### config.mk
export PLATFORM = sky130hd
export DESIGN_NAME = regfile_write_arbiter_flat
export DESIGN_NICKNAME = d
export VERILOG_FILES = /design/src/rtl/regfile_write_arbiter_if.sv /design/src/rtl/regfile_write_arbiter.sv /design/src/flat_wrapper.sv
export SDC_FILE = /design/constraint.sdc
export NUM_CORES = 1
export LEC_CHECK = 0
export CAP_MARGIN = 20
export CORE_MARGIN = 4
export CORE_UTILIZATION = 54
export CTS_BUF_LIST = sky130_fd_sc_hd__clkbuf_4
export CTS_CLUSTER_DIAMETER = 120
export DETAILED_ROUTE_END_ITERATION = 6
export GPL_TIMING_DRIVEN = 0
export HOLD_SLACK_MARGIN = 0.12
export PLACE_DENSITY_LB_ADDON = 0.2
export SETUP_SLACK_MARGIN = 0.05
export SYNTH_ARGS = -nofsm -noshare
export SYNTH_HDL_FRONTEND = slang
export SYNTH_SLANG_ARGS = --single-unit
export TNS_END_PERCENT = 50
### constraint.sdc
create_clock -name clk -period 5.71 [get_ports clk]
set_input_delay 1.142 -clock clk [delete_from_list [all_inputs] [get_ports clk]]
set_output_delay 1.142 -clock clk [all_outputs]
set_load 0.005 [all_outputs]
### src/rtl/regfile_write_arbiter_if.sv
// Write-port bundle between the two writeback sources and the register-file write arbiter.
// The master side offers writes; the slave side (the arbiter) accepts them and drives the port.
interface regfile_write_arbiter_if #(
  parameter int WORD_LENGTH = 32,
  parameter int NBITS       = 5
);
  logic                   Valid_A;
  logic [NBITS-1:0]       Addr_A;
  logic [WORD_LENGTH-1:0] Data_A;
  logic                   Ready_A;
  logic                   Valid_B;
  logic [NBITS-1:0]       Addr_B;
  logic [WORD_LENGTH-1:0] Data_B;
  logic                   Ready_B;
  logic                   Write_Enable;
  logic [NBITS-1:0]       Write_Selector;
  logic [WORD_LENGTH-1:0] Write_Data;
  logic                   Dropped;
  logic                   Busy;

  modport master (
    output Valid_A, Addr_A, Data_A, Valid_B, Addr_B, Data_B,
    input  Ready_A, Ready_B, Write_Enable, Write_Selector, Write_Data, Dropped, Busy
  );

  modport slave (
    input  Valid_A, Addr_A, Data_A, Valid_B, Addr_B, Data_B,
    output Ready_A, Ready_B, Write_Enable, Write_Selector, Write_Data, Dropped, Busy
  );
endinterface

### src/rtl/regfile_write_arbiter.sv
// Round-robin arbiter sharing the single register-file write port between sources A and B.
// Each source has a one-entry holding buffer; writes to register 0 are consumed and suppressed.
module regfile_write_arbiter #(
  parameter int WORD_LENGTH = 32,
  parameter int NBITS       = 5
) (
  input logic                    clk,
  input logic                    reset,
  regfile_write_arbiter_if.slave bus
);

  typedef struct packed {
    logic                   full;
    logic [NBITS-1:0]       addr;
    logic [WORD_LENGTH-1:0] data;
  } hold_t;

  hold_t                  hold_a_q, hold_a_d;
  hold_t                  hold_b_q, hold_b_d;
  logic                   prio_q, prio_d;
  logic                   write_enable_q, write_enable_d;
  logic [NBITS-1:0]       write_selector_q, write_selector_d;
  logic [WORD_LENGTH-1:0] write_data_q, write_data_d;
  logic                   dropped_q, dropped_d;

  logic                   grant_a, grant_b;
  logic                   ready_a, ready_b;
  logic                   accept_a, accept_b;
  logic [NBITS-1:0]       grant_addr;
  logic [WORD_LENGTH-1:0] grant_data;

  // Priority only matters when both buffers hold a write.
  always_comb begin
    grant_a  = hold_a_q.full && (!hold_b_q.full || !prio_q);
    grant_b  = hold_b_q.full && (!hold_a_q.full ||  prio_q);
    ready_a  = !hold_a_q.full || grant_a;
    ready_b  = !hold_b_q.full || grant_b;
    accept_a = bus.Valid_A && ready_a;
    accept_b = bus.Valid_B && ready_b;
  end

  always_comb begin
    // NOTE: every variable gets a default first, so no path through this block infers a latch.
    hold_a_d         = hold_a_q;
    hold_b_d         = hold_b_q;
    prio_d           = prio_q;
    write_enable_d   = 1'b0;
    dropped_d        = 1'b0;
    write_selector_d = write_selector_q;
    write_data_d     = write_data_q;
    grant_addr       = grant_a ? hold_a_q.addr : hold_b_q.addr;
    grant_data       = grant_a ? hold_a_q.data : hold_b_q.data;

    if (grant_a) hold_a_d.full = 1'b0;
    if (grant_b) hold_b_d.full = 1'b0;

    // A buffer drained this edge may refill at the same edge.
    if (accept_a) begin
      hold_a_d.full = 1'b1;
      hold_a_d.addr = bus.Addr_A;
      hold_a_d.data = bus.Data_A;
    end
    if (accept_b) begin
      hold_b_d.full = 1'b1;
      hold_b_d.addr = bus.Addr_B;
      hold_b_d.data = bus.Data_B;
    end

    if (grant_a)      prio_d = 1'b1;
    else if (grant_b) prio_d = 1'b0;

    if (grant_a || grant_b) begin
      write_selector_d = grant_addr;
      write_data_d     = grant_data;
      write_enable_d   = |grant_addr;
      dropped_d        = ~|grant_addr;
    end
  end

  // NOTE: state updates use non-blocking assignments so all flops sample the same pre-edge values.
  always_ff @(posedge clk or posedge reset) begin
    if (reset) begin
      hold_a_q         <= '0;
      hold_b_q         <= '0;
      prio_q           <= 1'b0;
      write_enable_q   <= 1'b0;
      write_selector_q <= '0;
      write_data_q     <= '0;
      dropped_q        <= 1'b0;
    end else begin
      hold_a_q         <= hold_a_d;
      hold_b_q         <= hold_b_d;
      prio_q           <= prio_d;
      write_enable_q   <= write_enable_d;
      write_selector_q <= write_selector_d;
      write_data_q     <= write_data_d;
      dropped_q        <= dropped_d;
    end
  end

  assign bus.Ready_A        = ready_a;
  assign bus.Ready_B        = ready_b;
  assign bus.Write_Enable   = write_enable_q;
  assign bus.Write_Selector = write_selector_q;
  assign bus.Write_Data     = write_data_q;
  assign bus.Dropped        = dropped_q;
  assign bus.Busy           = hold_a_q.full || hold_b_q.full;

endmodule

### src/flat_wrapper.sv
// flat-port wrapper written by rule: the top's interface ports become plain ports
module regfile_write_arbiter_flat 
#(
  parameter int WORD_LENGTH = 32,
  parameter int NBITS       = 5
)
  (clk, reset, bus_Valid_A, bus_Addr_A, bus_Data_A, bus_Valid_B, bus_Addr_B, bus_Data_B, bus_Ready_A, bus_Ready_B, bus_Write_Enable, bus_Write_Selector, bus_Write_Data, bus_Dropped, bus_Busy);
  regfile_write_arbiter_if #(.WORD_LENGTH(WORD_LENGTH), .NBITS(NBITS)) bus_i ();
  input logic clk;
  input logic reset;
  input wire logic [$bits(bus_i.Valid_A)-1:0] bus_Valid_A;
  input wire logic [$bits(bus_i.Addr_A)-1:0] bus_Addr_A;
  input wire logic [$bits(bus_i.Data_A)-1:0] bus_Data_A;
  input wire logic [$bits(bus_i.Valid_B)-1:0] bus_Valid_B;
  input wire logic [$bits(bus_i.Addr_B)-1:0] bus_Addr_B;
  input wire logic [$bits(bus_i.Data_B)-1:0] bus_Data_B;
  output wire logic [$bits(bus_i.Ready_A)-1:0] bus_Ready_A;
  output wire logic [$bits(bus_i.Ready_B)-1:0] bus_Ready_B;
  output wire logic [$bits(bus_i.Write_Enable)-1:0] bus_Write_Enable;
  output wire logic [$bits(bus_i.Write_Selector)-1:0] bus_Write_Selector;
  output wire logic [$bits(bus_i.Write_Data)-1:0] bus_Write_Data;
  output wire logic [$bits(bus_i.Dropped)-1:0] bus_Dropped;
  output wire logic [$bits(bus_i.Busy)-1:0] bus_Busy;
  assign bus_i.Valid_A = bus_Valid_A;
  assign bus_i.Addr_A = bus_Addr_A;
  assign bus_i.Data_A = bus_Data_A;
  assign bus_i.Valid_B = bus_Valid_B;
  assign bus_i.Addr_B = bus_Addr_B;
  assign bus_i.Data_B = bus_Data_B;
  assign bus_Ready_A = bus_i.Ready_A;
  assign bus_Ready_B = bus_i.Ready_B;
  assign bus_Write_Enable = bus_i.Write_Enable;
  assign bus_Write_Selector = bus_i.Write_Selector;
  assign bus_Write_Data = bus_i.Write_Data;
  assign bus_Dropped = bus_i.Dropped;
  assign bus_Busy = bus_i.Busy;
  regfile_write_arbiter #(.WORD_LENGTH(WORD_LENGTH), .NBITS(NBITS)) u_core (.clk(clk), .reset(reset), .bus(bus_i));
endmodule
# Word-level counts from Yosys, hierarchy flattened

Index checks and enable logic that the tools add are counted.

Logic and storage cells: 38
Output and inout bits: 42
Input bits: 78
Memories: 0
Register bits after elaboration: 116
Bits in writable memories: 0
Bits in latches: 0
Memory bits (read-only): 0

Multipliers: 0
$lt $le $gt $ge: 0
Reductions and logical operators: 18
Divide/modulo/power cells: 0
Shifts and indexed selects: 0
Bitwise operators: 0
Muxes and demuxes: 9
Add/sub/neg operators: 0
Equal/unequal tests: 0

Operators by type and width:

| operator            | number |
|---|---|
| $mux W38            | 2 |
| $mux W32            | 1 |
| $logic_or A1 B1 Y1  | 6 |
| $reduce_bool A2 Y1  | 3 |
| $mux W1             | 5 |
| $mux W5             | 1 |
| $reduce_or A5 Y1    | 1 |
| $logic_and A1 B1 Y1 | 4 |
| $logic_not A1 Y1    | 4 |

# Longest topological paths before layout

Gate-level depths: netlist of the first run.

Depth in word-level cells: 7
Depth in mapped cells: 5
Gate-level depth less buffers: 3

# Least setup slack after synthesis of the first run

No wires, ideal clock.

Path type: register -> output
Start point: register u_core.hold_b_q[37] (netlist name)
End point: output port bus_Busy
Buffers on the path: 3
Setup slack: 3521 ps
Required time: 4568 ps
Arrival: 1047 ps
Cell stages (with the launch flop): 5
Cell sequence: dfrtp_1 buf_6 or2_2 buf_6 buf_2

Word-level cells in the longest chain between the ends: 1

Ends and longest elaborated chain:

| what                     | line                         | RTL |
|---|---|---|
| start: declaration       | regfile_write_arbiter.sv:19  | `hold_t hold_b_q, hold_b_d;` |
| start signal: assignment | regfile_write_arbiter.sv:92  | `hold_b_q <= hold_b_d;` |
| $logic_or A1 B1 Y1       | regfile_write_arbiter.sv:107 | `assign bus.Busy = hold_a_q.full \|\| hold_b_q.full;` |
| end: declaration         | flat_wrapper.sv:23           | `output wire logic [$bits(bus_i.Busy)-1:0] bus_Busy;` |

Every way passes these cells.

# Final worst setup path of the first run

Same ends and word-level chain as after synthesis.

==> results summary, run 1 <==
In the global route stage, overall resource usage came out at 23.0%. The actual slew at the worst max-slew pin came out at approximately 0.77 ns. The maximum buffer depth of the clock tree is 2. The worst-path maximum fanout came out at 10. The share of the clock period used by the worst path after layout came out at 57.1%.

In the routed layout, each cell is associated on average with a via count of approximately 5.6. The buffer cell driving the clock tree root is sky130_fd_sc_hd__clkbuf_4. For this run, design rule violations remaining after detail routing come to 0. The post-layout minimum cycle time is 3.26 ns. The HPWL after detailed placement came out at around 7.6 mm. The worst hold-check path type is register to register. The leftover overflow at the end of global routing came out at 0. The count of nets left with antenna violations once routing finished came out at 0. The top-area cell type share of the netlist area came out at 61.7%. The final layout net count is between 500 and 600. The internal reg-to-reg setup slack came out at between 4 and 5 ns. In this run the core area contains 33 standard-cell rows. The placeable core region is about 8300 um^2. The die covers 10300 um^2.

Relative to the synthesized area, the layout overhead comes to 35.3%. For this design the total switching power over the nets is slightly below 0.0009 W. Entering global routing, the biggest net connects 64 pins. The number of slew-limit violations in the final report came out at 0. The clock latency on the worst-skew pair came out at between 0.5 and 0.6 ns. The first global-routing pass estimated about 18 mm of wire. The kind of cell with the highest combined delay along the critical path is buffers and inverters. The routed layout has about 3300 vias. The deepest level of the CTS H-tree came out at 4. The clock tree from TritonCTS is done. The clock edge transition at the registers on the reported setup and hold paths is roughly 0.13 ns. For this configuration, the core starts out at a cell density of between 50% and 60%. The worst setup path is captured at an output pin. The count of unique library cells instantiated by Yosys is 23. Across the run, the number of max-cap violations was 0. The initial antenna violation count came out at 0. The signal on the critical path passes through buf_6 > or2_2 > buf_6 > buf_2 > clkdlybuf4s50_1. The cell area after synthesis came out at between 4000 and 5000 um^2. Setup repair after global routing left no endpoint under its margin. The antenna diode count came out at 0. The worst hold path terminates at u_core.bus.Write_Data[18]$_DFFE_PP0P_. The cell area after layout came out at approximately 6400 um^2. The share of layout cells above drive strength 1 came out at between 20% and 30%. Based on the critical path, the design can be clocked at up to 0.307 GHz. The post-cts hold buffer count is 0.

The total number of yosys warnings came out at 0. The final cell count without fillers is roughly 600. The setup violation total in the final timing report came out at 0.

The final routed wirelength across all metal layers came out at ~11 mm. The flow ran to the end, and the final reports show no timing, DRC or antenna violations. By area the synthesized netlist is led by sky130_fd_sc_hd__dfrtp_1 62%, sky130_fd_sc_hd__mux2_2 17%, sky130_fd_sc_hd__a32oi_1 6.5%.

The switching fraction of total power is 31.1%. The TritonCTS buffer count came out at 17. The biggest cell delay along the critical path came out at between 0.4 and 0.5 ns. The y dimension of the die is between 100 and 150 um. The flip-flop and latch count after synthesis is approximately 120. Per report_power, the combinational group accounts for about a third of the total. The post-cts sizing count is 0. The I/O pin count is 120.

The sequential area share after synthesis came out at between 60% and 70%. The worst flop-to-flop path startpoint is u_core.hold_b_q[37]$_DFFE_PP0P_. The worst register-to-register path ends at u_core.hold_a_q[30]$_DFFE_PP0P_. The worst hold slack is slightly below 0.5 ns. Counting every instance in the synthesized netlist gives ~350. The start-to-end type of the worst setup path is register to output pin.

The power density over the cells came out at 449 nW/um^2. The largest individual stage delay along the critical path comes from the cell sky130_fd_sc_hd__clkdlybuf4s50_1. The via count of the first global-routing pass came out at around 3700. The count of final hold-check violations came out at 0. The number of optimization iterations in the first detailed-route pass came out at 4. The setup clock skew after layout came out at between 0.02 and 0.03 ns. The nature of the critical path startpoint is a register. The number of cells on the worst reg-to-reg path is 5. The endpoint arrival time on the critical path came out at 2.12 ns. The placed instances occupy a cell area of roughly 6100 um^2. Headroom to the max-slew limit came out at 48.5%. The cell count of the worst hold path came out at 2. Internal power comes to around 0.002 W.

The number of logic stages on the critical path including buffering is 5. Across the VDD grid, the largest voltage drop is 275 uV. Among the stages of the critical path, the cell type that occurs most often is sky130_fd_sc_hd__buf_6. The overall die width came out at around 100 um. Per report_power, the clock group accounts for 22.4% of the total. The number of buffers inserted by port buffering is roughly 120. The post-placement cell count is 570.

For this block, the initial DRC count from the detailed router was 95. For this design, the sink count on the clock tree is around 120. Dividing the detail-routed wire length by the instance count gives 18.5 um. The net count after synthesis came out at 423. The proportion of power drawn by flip-flops and latches came out at between 40% and 50%. Data on the critical path is required at its endpoint by 4.57 ns. The post-synthesis cell type with the largest combined area is sky130_fd_sc_hd__dfrtp_1. The post-CTS setup buffer count is 0.

Routability-driven placement finished with a final weighted congestion of approximately 0.74. The worst hold path begins at u_core.hold_a_q[18]$_DFFE_PP0P_. The leakage power of the design is about 2.7 nW.

Dividing the synthesized area by the synthesized cell count gives ~14 um^2. The number of buffers and inverters on the critical path came out at 4.
==> worst reg2reg max path: stages (launching register included) <==
cell                      delay [ns]
sky130_fd_sc_hd__dfrtp_1        0.36
sky130_fd_sc_hd__buf_6          0.14
sky130_fd_sc_hd__nand3_1        0.17
sky130_fd_sc_hd__nand2_4        0.24
sky130_fd_sc_hd__buf_6          0.20
sky130_fd_sc_hd__mux2_2         0.36
==> how the worst max path moves through the flow <==
stage	to	slack (ns)	start
after global placement	u_core.bus.Write_Data[0]$_DFFE_PP0P_	-0.02	reset
final	bus_Busy	2.45	u_core.hold_b_q[37]$_DFFE_PP0P_
after floorplan	u_core.bus.Dropped$_DFF_PP0_	1.50	reset
after global routing	bus_Busy	2.38	u_core.hold_b_q[37]$_DFFE_PP0P_
after CTS	bus_Busy	2.40	u_core.hold_b_q[37]$_DFFE_PP0P_
after detailed placement	bus_Busy	2.96	u_core.hold_b_q[37]$_DFFE_PP0P_
==> per-stage QoR <==
stage	TNS, ns	power [W]	util [%]	setup WS [ns]
after floorplan	0	0.00172	-	1.50
after CTS	0	0.00288	76.4	2.40
after global placement	-1.97	0.00219	72.3	-0.0214
after detailed placement	0	0.00223	72.7	2.96
after global routing	0	0.00303	76.4	2.38
final	0	0.00286	76.4	2.45
==> routing by layer <==
metal  GRT usage [%]  part of all wire, %  routed length (um)  vias up
met5               0                    0                   0        -
met3            6.75                  6.9                 768       11
met4            6.13                  1.1                 125        0
met2            39.8                   52                5780      118
met1            28.4                   40                4470     1691
li1                -                    -                   -     1526
==> cells in the final DEF, fill, tap and decap left out, types with 3 or more instances in the layout <==
cell type | Yosys | final
sky130_fd_sc_hd__clkbuf_1 | 9 | 9
sky130_fd_sc_hd__o21ai_0 | 36 | 36
sky130_fd_sc_hd__inv_6 | 0 | 4
sky130_fd_sc_hd__buf_2 | 5 | 5
sky130_fd_sc_hd__clkbuf_4 | 0 | 18
sky130_fd_sc_hd__clkdlybuf4s50_1 | 0 | 119
sky130_fd_sc_hd__inv_1 | 37 | 36
sky130_fd_sc_hd__a32oi_1 | 35 | 35
sky130_fd_sc_hd__buf_6 | 9 | 9
sky130_fd_sc_hd__dfrtp_1 | 116 | 116
sky130_fd_sc_hd__nand2_1 | 3 | 3
sky130_fd_sc_hd__clkinv_4 | 0 | 4
sky130_fd_sc_hd__bufinv_16 | 0 | 3
sky130_fd_sc_hd__nand2b_1 | 3 | 3
sky130_fd_sc_hd__mux2_2 | 72 | 72
==> flip-flops by register name (all words and copies together), names as in the netlist <==
name	flops
u_core.bus.Write_Data	32
u_core.hold_a_q	38
u_core.bus.Dropped	1
u_core.prio_q	1
u_core.hold_b_q	38
u_core.bus.Write_Selector	5
u_core.bus.Write_Enable	1
==> Yosys cell counts <==
library cell and n:
sky130_fd_sc_hd__dfrtp_1 116, sky130_fd_sc_hd__mux2_2 72, sky130_fd_sc_hd__inv_1 37, sky130_fd_sc_hd__o21ai_0 36, sky130_fd_sc_hd__a32oi_1 35, sky130_fd_sc_hd__buf_6 9
sky130_fd_sc_hd__clkbuf_1 9, sky130_fd_sc_hd__buf_2 5, sky130_fd_sc_hd__nand2_1 3, sky130_fd_sc_hd__nand2b_1 3, sky130_fd_sc_hd__a211o_1 2, sky130_fd_sc_hd__mux2_1 2
sky130_fd_sc_hd__nand2_4 2, sky130_fd_sc_hd__nor2_1 2, sky130_fd_sc_hd__nor2b_1 2, sky130_fd_sc_hd__o221a_2 2, sky130_fd_sc_hd__or4_1 2, sky130_fd_sc_hd__a21boi_2 1
sky130_fd_sc_hd__a32o_1 1, sky130_fd_sc_hd__nand3_1 1, sky130_fd_sc_hd__nand3b_4 1, sky130_fd_sc_hd__o22ai_1 1, sky130_fd_sc_hd__or2_2 1
==> power groups by stage <==
stage,sequential [W],clock [W],combinational (W)
4_1_cts,0.00126,0.000653,0.000967
6_report,0.00127,0.000640,0.000953
2_1_floorplan,0.00125,0,0.000474
5_1_grt,0.00130,0.000687,0.00105
3_5_place_dp,0.00128,0,0.000954
3_3_place_gp,0.00127,0,0.000920
==> cell type report <==
class	count	area (um^2)
flip-flops and latches	116	2900
fillers	546	1970
multi-input cells	169	1510
repair buffers	120	1220
clock inverters	14	176
plain buffers	23	160
inverters	37	141
clock buffers	18	135
well taps	105	131
==> kinds of logic (layout without fill, tap and decap cells) <==
logic type	after synthesis	count (layout)	synth area share (%)
flip-flops	116	116	61.7
AO/OA/AOI/OAI	78	78	11.8
multiplexers	74	74	17.7
buffers and inverters	60	212	6.35
AND/OR/NAND/NOR	17	17	2.52
Power figures use the tool's default switching activity.
==> inputs of run 2 (changes only) <==
- CORE_UTILIZATION: 54 -> 46
- clock period: 5.71 -> 2.8 ns (I/O delays scaled with it)
==> run 2 against run 1 <==
Net effect:
- final cell count increased by 4.7%
- worst hold slack improved by 0.0086 ns
- count of clock-buffer cells in the layout unchanged
- combinational power increased by 100%
- total power increased by 100%
- critical endpoint unchanged
- largest power group unchanged
==> results summary, run 2 (synthesized netlist as in run 1, its figures left out) <==
Status: finished clean (unchanged). The count of maximum capacitance violations came to 0 (unchanged). The post-layout minimum cycle time came out at about 2.5 ns. The most used cell along the critical path is sky130_fd_sc_hd__buf_6 (unchanged).

The capturing point of the worst reg2reg path is u_core.bus.Write_Data[5]$_DFFE_PP0P_ (was u_core.hold_a_q[30]$_DFFE_PP0P_). The worst hold-check path type is register to register (unchanged). The growth of design area from synthesis to finish is 36.0% (was 35.3%). The worst-case hold path end point is u_core.bus.Write_Data[6]$_DFFE_PP0P_ (was u_core.bus.Write_Data[18]$_DFFE_PP0P_).

The initial standard-cell utilization of the core came out at 47.7% (was 56.5%). The row count is 36 (was 33). The pin count of the biggest net entering global routing came out at 44 (was 64). The number of nets with antenna violations after detailed routing came to 0 (unchanged). The number of buffers and inverters on the critical path came out at 3 (was 4). CP cell instances: buf_6 > or2_2 > buf_6 > clkdlybuf4s50_1 (was buf_6 > or2_2 > buf_6 > buf_2 > clkdlybuf4s50_1). The worst-case setup slack after placement is 0.664 ns (was 2.96 ns). The initial antenna violation count came out at 0 (unchanged). The post-CTS setup buffer count was 0 (unchanged).

The actual slew at the worst max-slew pin came out at 0.724 ns (was 0.773 ns). The deepest level of the CTS H-tree came out at 4 (unchanged). The maximum buffer depth of the clock tree is 2 (unchanged). The buffer cell driving the clock tree root is sky130_fd_sc_hd__clkbuf_4 (unchanged). The power density over the cells is 897 nW/um^2 (was 449 nW/um^2). The global-route usage over all layers is 19.3% (was 23.0%). The cell area after layout is 6400 um^2 (was 6370 um^2). The start-to-end type of the worst setup path is register to output pin (unchanged). The number of optimization iterations in the first detailed-route pass came to 4 (unchanged). The leakage power of the design was 2.71 nW (was 2.72 nW). The data required time of the worst path was 2.24 ns (was 4.57 ns). The initial DRC count is 88 (was 95).

The cell count of the worst hold path came out at 2 (unchanged). The post-cts sizing count came out at 0 (unchanged). The HPWL after detailed placement came out at 7.49 mm (was 7.56 mm). The count of final hold-check violations came to 0 (unchanged). The worst flop-to-flop path startpoint was u_core.hold_b_q[37]$_DFFE_PP0P_ (unchanged). The largest vdd supply drop came out at 412 uV (was 275 uV).

The y dimension of the die came out at 109 um (was 101 um). The number of DRC violations after detailed routing was 0 (unchanged). The standard cell area after detailed placement came out at 6110 um^2 (was 6060 um^2). The endpoint type of the worst setup path is an output pin (unchanged).

The antenna diode count came to 0 (unchanged). The area of all sequential standard cells came out at 2900 um^2 (unchanged). The setup violation total in the final timing report is 0 (unchanged).

The master of the slowest instance on the critical path is sky130_fd_sc_hd__clkdlybuf4s50_1 (unchanged). The placeable core region came out at 9860 um^2 (was 8340 um^2). The overall die width is 109 um (was 101 um). The clock sink count came out at 116 (unchanged). The minimum setup slack in the final design came out at 0.322 ns (was 2.45 ns).

The final weighted congestion in routability-driven placement is 0.799 (was 0.740). The endpoint arrival time on the critical path is 1.92 ns (was 2.12 ns). The startpoint of the worst hold path was u_core.hold_a_q[6]$_DFFE_PP0P_ (was u_core.hold_a_q[18]$_DFFE_PP0P_). The leftover overflow at the end of global routing is 0 (unchanged). Highest-count cells in the layout ignoring fill and taps: 119 x sky130_fd_sc_hd__clkdlybuf4s50_1, 116 x sky130_fd_sc_hd__dfrtp_1, 72 x sky130_fd_sc_hd__mux2_2 (unchanged). The I/O pin count came out at 120 (unchanged). The TritonCTS buffer count is 17 (unchanged).

The number of buffers inserted by port buffering came out at 119 (unchanged). In the finished design, the share of the clock period the worst path needs comes to between 80% and 90%. The final routed wire length divided by cell count is 17.2 um (was 18.5 um). The dominant delay contributor by cell family on the critical path is buffers and inverters (unchanged). The clock latency on the worst-skew pair came out at 0.50 ns (was 0.51 ns). The final routed wirelength across all metal layers is 10.8 mm (was 11.1 mm). The post-cts hold buffer count came out at 0 (unchanged). The final cell count without fillers is 630 (was 602).

The internal reg-to-reg setup slack came out at 1.25 ns (was 4.13 ns). The final layout net count is 562 (unchanged). The first-pass GRT wire length came out at 17.4 mm (was 18.1 mm).

The post-placement cell count came to 599 (was 570). The setup clock skew after layout came out at 0.0228 ns (was 0.0298 ns). The area enclosed by the die boundary came out at 11900 um^2 (was 10300 um^2). The clock edge transition at the registers on the reported setup and hold paths is 0.10 ns (was 0.13 ns). The number of cells on the worst reg-to-reg path came to 5 (unchanged). Static timing analysis puts the maximum clock frequency at 0.404 GHz. The worst-path maximum fanout is 18 (was 10). The power consumption came out at 0.00574 W (was 0.00286 W). The remaining max-slew budget at the tightest pin is 51.6% (was 48.5%). The via density per instance is 5.22 (was 5.56). The clock tree from TritonCTS is done (unchanged). RSZ-0062 raised after global routing: no (unchanged). The number of slew-limit violations in the final report came to 0 (unchanged). The biggest cell delay along the critical path came out at 0.45 ns (was 0.47 ns). The via total after detailed routing came out at 3286 (was 3346).

The multi-input combinational cell area is 1510 um^2 (unchanged). The number of fillers in the final layout came out at 750 (was 546). The sum of negative setup slack came out at 0 ns (unchanged). The nature of the critical path startpoint is a register (unchanged). The most common cell after layout, fill and taps aside is sky130_fd_sc_hd__clkdlybuf4s50_1 (unchanged). The share of layout cells above drive strength 1 was 25.4% (unchanged). The via count of the first global-routing pass came to 3489 (was 3655).
## run 2: cell types whose count changed in the layout (fill, tap and decap cells not counted)
cell                         previous run  this run
sky130_fd_sc_hd__buf_16                 1         0
sky130_fd_sc_hd__clkinvlp_4             1         4
sky130_fd_sc_hd__inv_6                  4         0
sky130_fd_sc_hd__clkinv_2               1         4
sky130_fd_sc_hd__inv_4                  1         0
sky130_fd_sc_hd__clkinv_4               4         3
sky130_fd_sc_hd__buf_12                 0         2
sky130_fd_sc_hd__buf_2                  5         4
## run 2: worst max path at each step
stage	from	end	slack, ns	depth (start not counted)
floorplan	reset	u_core.bus.Dropped$_DFF_PP0_	0.83	1
global placement	reset	u_core.hold_b_q[9]$_DFFE_PP0P_	-0.23	2
detailed placement	u_core.hold_b_q[37]$_DFFE_PP0P_	bus_Busy	0.66	5
CTS	u_core.hold_b_q[37]$_DFFE_PP0P_	bus_Busy	0.10	5
global route	u_core.hold_a_q[37]$_DFFE_PP0P_	bus_Busy	0.21	4
finish	u_core.hold_b_q[37]$_DFFE_PP0P_	bus_Busy	0.32	4
## run 2: stage by stage
stage | util, % | hold WS (ns)
floorplan | - | 0.455
global placement | 61.5 | 0.467
detailed placement | 61.9 | 0.478
CTS | 65.0 | 0.494
global route | 64.9 | 0.525
finish | 64.9 | 0.495
## run 2: area by class of cell
cell class,instances,area share (%)
Tap cell,133,2.60
Clock inverter,14,2.54
Buffer,22,2.42
Inverter,37,2.23
Sequential cell,116,45.3
Timing Repair Buffer,121,19.2
Clock buffer,18,2.11
Multi-Input combinational cell,169,23.5
## run 2: metal layers
metal  vias up  wire length, um  track usage [%]
met3        10              728             6.51
met2       102             5540             31.8
met4         0              105             6.14
met5         -                0                0
met1      1650             4430             24.2
li1       1524                -                -
## run 2: where the power goes
group | internal, W | switching, W | total [W]
Clock | 0.000623 | 0.000639 | 0.00126
Combinational | 0.00114 | 0.000779 | 0.00192
Sequential | 0.00224 | 0.000322 | 0.00256
## run 2: worst register-to-register path, cell delays in order (launching register included)
cell and delay [ns]:
sky130_fd_sc_hd__dfrtp_1 0.38, sky130_fd_sc_hd__buf_6 0.14, sky130_fd_sc_hd__or2_2 0.30, sky130_fd_sc_hd__buf_6 0.17, sky130_fd_sc_hd__clkbuf_1 0.26, sky130_fd_sc_hd__o21ai_0 0.24
==> inputs of run 3 (changes only) <==
- CORE_UTILIZATION: 46 -> 40
- DONT_BUFFER_PORTS: default -> 1
- HOLD_SLACK_MARGIN: 0.12 -> default
==> run 3 against run 2 <==
Net effect:
- fmax up 11%
- highest routed layer unchanged
- final cell count fell by 17%
- setup slack improved by 0.24 ns
- sequential share of layout area up 11 points
- clock skew shrank 0.0074 ns
- global-route usage down 2.2 points
- design area fell by 19%
- total power fell by 15%
- non-clock buffer count fell by 118
- worst hold slack worse by 0.44 ns
- sequential cell count is the same
- critical path depth unchanged
==> results summary, run 3 (synthesized netlist as in run 1, its figures left out) <==
RSZ-0062 raised after global routing: no (unchanged). The growth of design area from synthesis to finish is 9.51% (was 36.0%). The via density per instance came out at 5.37 (was 5.22). The most used cell along the critical path is sky130_fd_sc_hd__buf_6 (unchanged). The remaining max-slew budget at the tightest pin came out at 42.9% (was 51.6%). The final routed wirelength across all metal layers is 10.9 mm (was 10.8 mm). The actual slew at the worst max-slew pin is 0.855 ns (was 0.724 ns).

The switching fraction of total power was 33.1% (was 30.3%). The final weighted congestion in routability-driven placement came to 0.778 (was 0.799). The count of final hold-check violations came to 0 (unchanged). The data required time of the worst path came out at 2.24 ns (about the same). The final layout net count came out at 444 (was 562). The number of nets with antenna violations after detailed routing came out at 0 (unchanged). The number of slew-limit violations in the final report was 0 (unchanged). The HPWL after detailed placement is 7.28 mm (was 7.49 mm).

The nature of the critical path startpoint is a register (unchanged). The clock sink count is 116 (unchanged). The cell-internal power is 0.00326 W (was 0.00400 W). The clock tree from TritonCTS is done (unchanged). The proportion of power drawn by flip-flops and latches is 54.1% (was 44.6%).

The post-cts sizing count is 0 (unchanged). The worst-path maximum fanout is 10 (was 18). The master of the slowest instance on the critical path was sky130_fd_sc_hd__dfrtp_1 (was sky130_fd_sc_hd__clkdlybuf4s50_1). The clock group share of total power came out at 20.8% (was 22.0%). The clock latency on the worst-skew pair came out at 0.53 ns (was 0.50 ns). The via count of the first global-routing pass came out at 3215 (was 3489). The initial DRC count is 171 (was 88). The final standard cell utilization of the core is 45.0% (was 64.9%). The initial antenna violation count is 2 (was 0). The post-layout minimum cycle time came out at 2.24 ns (was 2.48 ns). The worst hold-check path type is primary input to async pin (was register to register). The number of DRC violations after detailed routing is 0 (unchanged).

The endpoint arrival time on the critical path is 1.68 ns (was 1.92 ns). The number of optimization iterations in the first detailed-route pass came out at 4 (unchanged). CP cell instances: buf_6 > or2_2 > buf_6 > buf_2 (was buf_6 > or2_2 > buf_6 > clkdlybuf4s50_1). The setup violation total in the final timing report is 0 (unchanged).

Highest-count cells in the layout ignoring fill and taps: 116 x sky130_fd_sc_hd__dfrtp_1, 72 x sky130_fd_sc_hd__mux2_2, 36 x sky130_fd_sc_hd__inv_1, 36 x sky130_fd_sc_hd__o21ai_0, 35 x sky130_fd_sc_hd__a32oi_1 (was 119 x sky130_fd_sc_hd__clkdlybuf4s50_1, 116 x sky130_fd_sc_hd__dfrtp_1, 72 x sky130_fd_sc_hd__mux2_2). The deepest level of the CTS H-tree came to 4 (unchanged). The share of power burned in combinational logic came out at 25.1% (was 33.4%). The number of buffers inserted by port buffering came to 0 (was 119). The count of maximum capacitance violations came to 0 (unchanged). The biggest cell delay along the critical path is 0.38 ns (was 0.45 ns).

The row count came out at 39 (was 36). The via total after detailed routing came out at 2807 (was 3286). The placeable core region came out at 11500 um^2 (was 9860 um^2). The maximum buffer depth of the clock tree came out at 2 (unchanged). The pin count of the biggest net entering global routing came to 42 (was 44).

The setup clock skew after layout is 0.0154 ns (was 0.0228 ns). The switching power total is 0.00162 W (was 0.00174 W). The overall die width came out at 116 um (was 109 um). The post-CTS setup buffer count came out at 0 (unchanged). The first-pass GRT wire length is 17.1 mm (was 17.4 mm). The clock edge transition at the registers on the reported setup and hold paths came out at 0.09 ns (was 0.10 ns). The leftover overflow at the end of global routing is 0 (unchanged). The area enclosed by the die boundary came out at 13600 um^2 (was 11900 um^2).

The start-to-end type of the worst setup path was register to output pin (unchanged). The TritonCTS buffer count was 17 (unchanged). The most common cell after layout, fill and taps aside was sky130_fd_sc_hd__dfrtp_1 (was sky130_fd_sc_hd__clkdlybuf4s50_1). The sum of negative setup slack came out at 0 ns (unchanged).

The global-route usage over all layers was 17.2% (was 19.3%). The initial standard-cell utilization of the core was 41.1% (was 47.7%). The largest vdd supply drop came out at 487 uV (was 412 uV). The final routed wire length divided by cell count is 20.8 um (was 17.2 um).

The leakage power of the design was 2.22 nW (was 2.71 nW). The number of fillers in the final layout is 1046 (was 750). The maximum operating frequency is 0.447 GHz (was 0.404 GHz). The endpoint type of the worst setup path was an output pin (unchanged).

The share of layout cells above drive strength 1 came out at 31.8% (was 25.4%). The post-cts hold buffer count came to 0 (unchanged). The buffer cell driving the clock tree root is sky130_fd_sc_hd__clkbuf_4 (unchanged). The share of the clock period used by the worst path after layout came out at 79.9% (was 88.5%). The I/O pin count came out at 120 (unchanged). Status: finished clean (unchanged).

The y dimension of the die came to 116 um (was 109 um). The power density over the cells is 946 nW/um^2 (was 897 nW/um^2).
-- run 3: path summary, 6_finish.rpt --
kind / startpoint / to / slack [ns] / depth (start not counted)
worst min-delay path: reset / u_core.bus.Write_Data[27]$_DFFE_PP0P_ / 0.06 / 1
max in group asynchronous: reset / u_core.bus.Write_Data[7]$_DFFE_PP0P_ / 2.07 / 2
worst max-delay path: u_core.hold_b_q[37]$_DFFE_PP0P_ / bus_Busy / 0.56 / 4
worst max register to register: u_core.hold_a_q[37]$_DFFE_PP0P_ / u_core.hold_a_q[11]$_DFFE_PP0P_ / 1.18 / 5
min in group clk: bus_Valid_A / u_core.hold_a_q[37]$_DFFE_PP0P_ / 0.15 / 1
worst min register to register: u_core.hold_a_q[10]$_DFFE_PP0P_ / u_core.bus.Write_Data[10]$_DFFE_PP0P_ / 0.49 / 2
-- run 3: through the flow --
stage / instances / cell area, um^2 / power (W) / setup slack (ns) / hold WS, ns
global placement: 488 / 4890 / 0.00387 / 0.216 / 0.466
finish: 523 / 5160 / 0.00488 / 0.562 / 0.0559
global route: 522 / 5150 / 0.00526 / 0.428 / 0.0455
CTS: 520 / 5150 / 0.00496 / 0.503 / 0.0333
detailed placement: 490 / 4930 / 0.00392 / 1.11 / 0.475
floorplan: 345 / 4710 / 0.00351 / 0.827 / 0.455
-- run 3: layout make-up --
type	instances	area (um^2)	share of cell area, %
repair buffers	2	40.0	0.777
clock buffers	20	150	2.91
diodes	3	7.51	0.146
plain buffers	23	160	3.11
clock inverters	10	67.6	1.31
inverters	37	143	2.77
well taps	143	179	3.47
multi-input cells	169	1510	29.2
flip-flops and latches	116	2900	56.3
-- run 3: per-layer routing --
metal  track usage (%)  vias up  wire [um]
met5                 0        -          0
met4              6.96        0        142
met3              8.13       14        862
met2              26.5       92       5170
met1              20.7     1410       4690
li1                  -     1291          -
-- run 3: worst max-delay path: cells and delay by family (launching register included) --
| family | cells | cell delay [ns] |
|---|---|---|
| buffers and inverters | 3 | 0.47 |
| and+or+nand+nor | 1 | 0.30 |
| DFF | 1 | 0.38 |
-- run 3: power by group through the flow --
stage	Clock, W	Sequential [W]	Combinational (W)
2_1_floorplan	0	0.00255	0.000967
3_3_place_gp	0	0.00267	0.00120
3_5_place_dp	0	0.00268	0.00124
4_1_cts	0.00106	0.00265	0.00124
5_1_grt	0.00115	0.00272	0.00139
6_report	0.00101	0.00264	0.00123
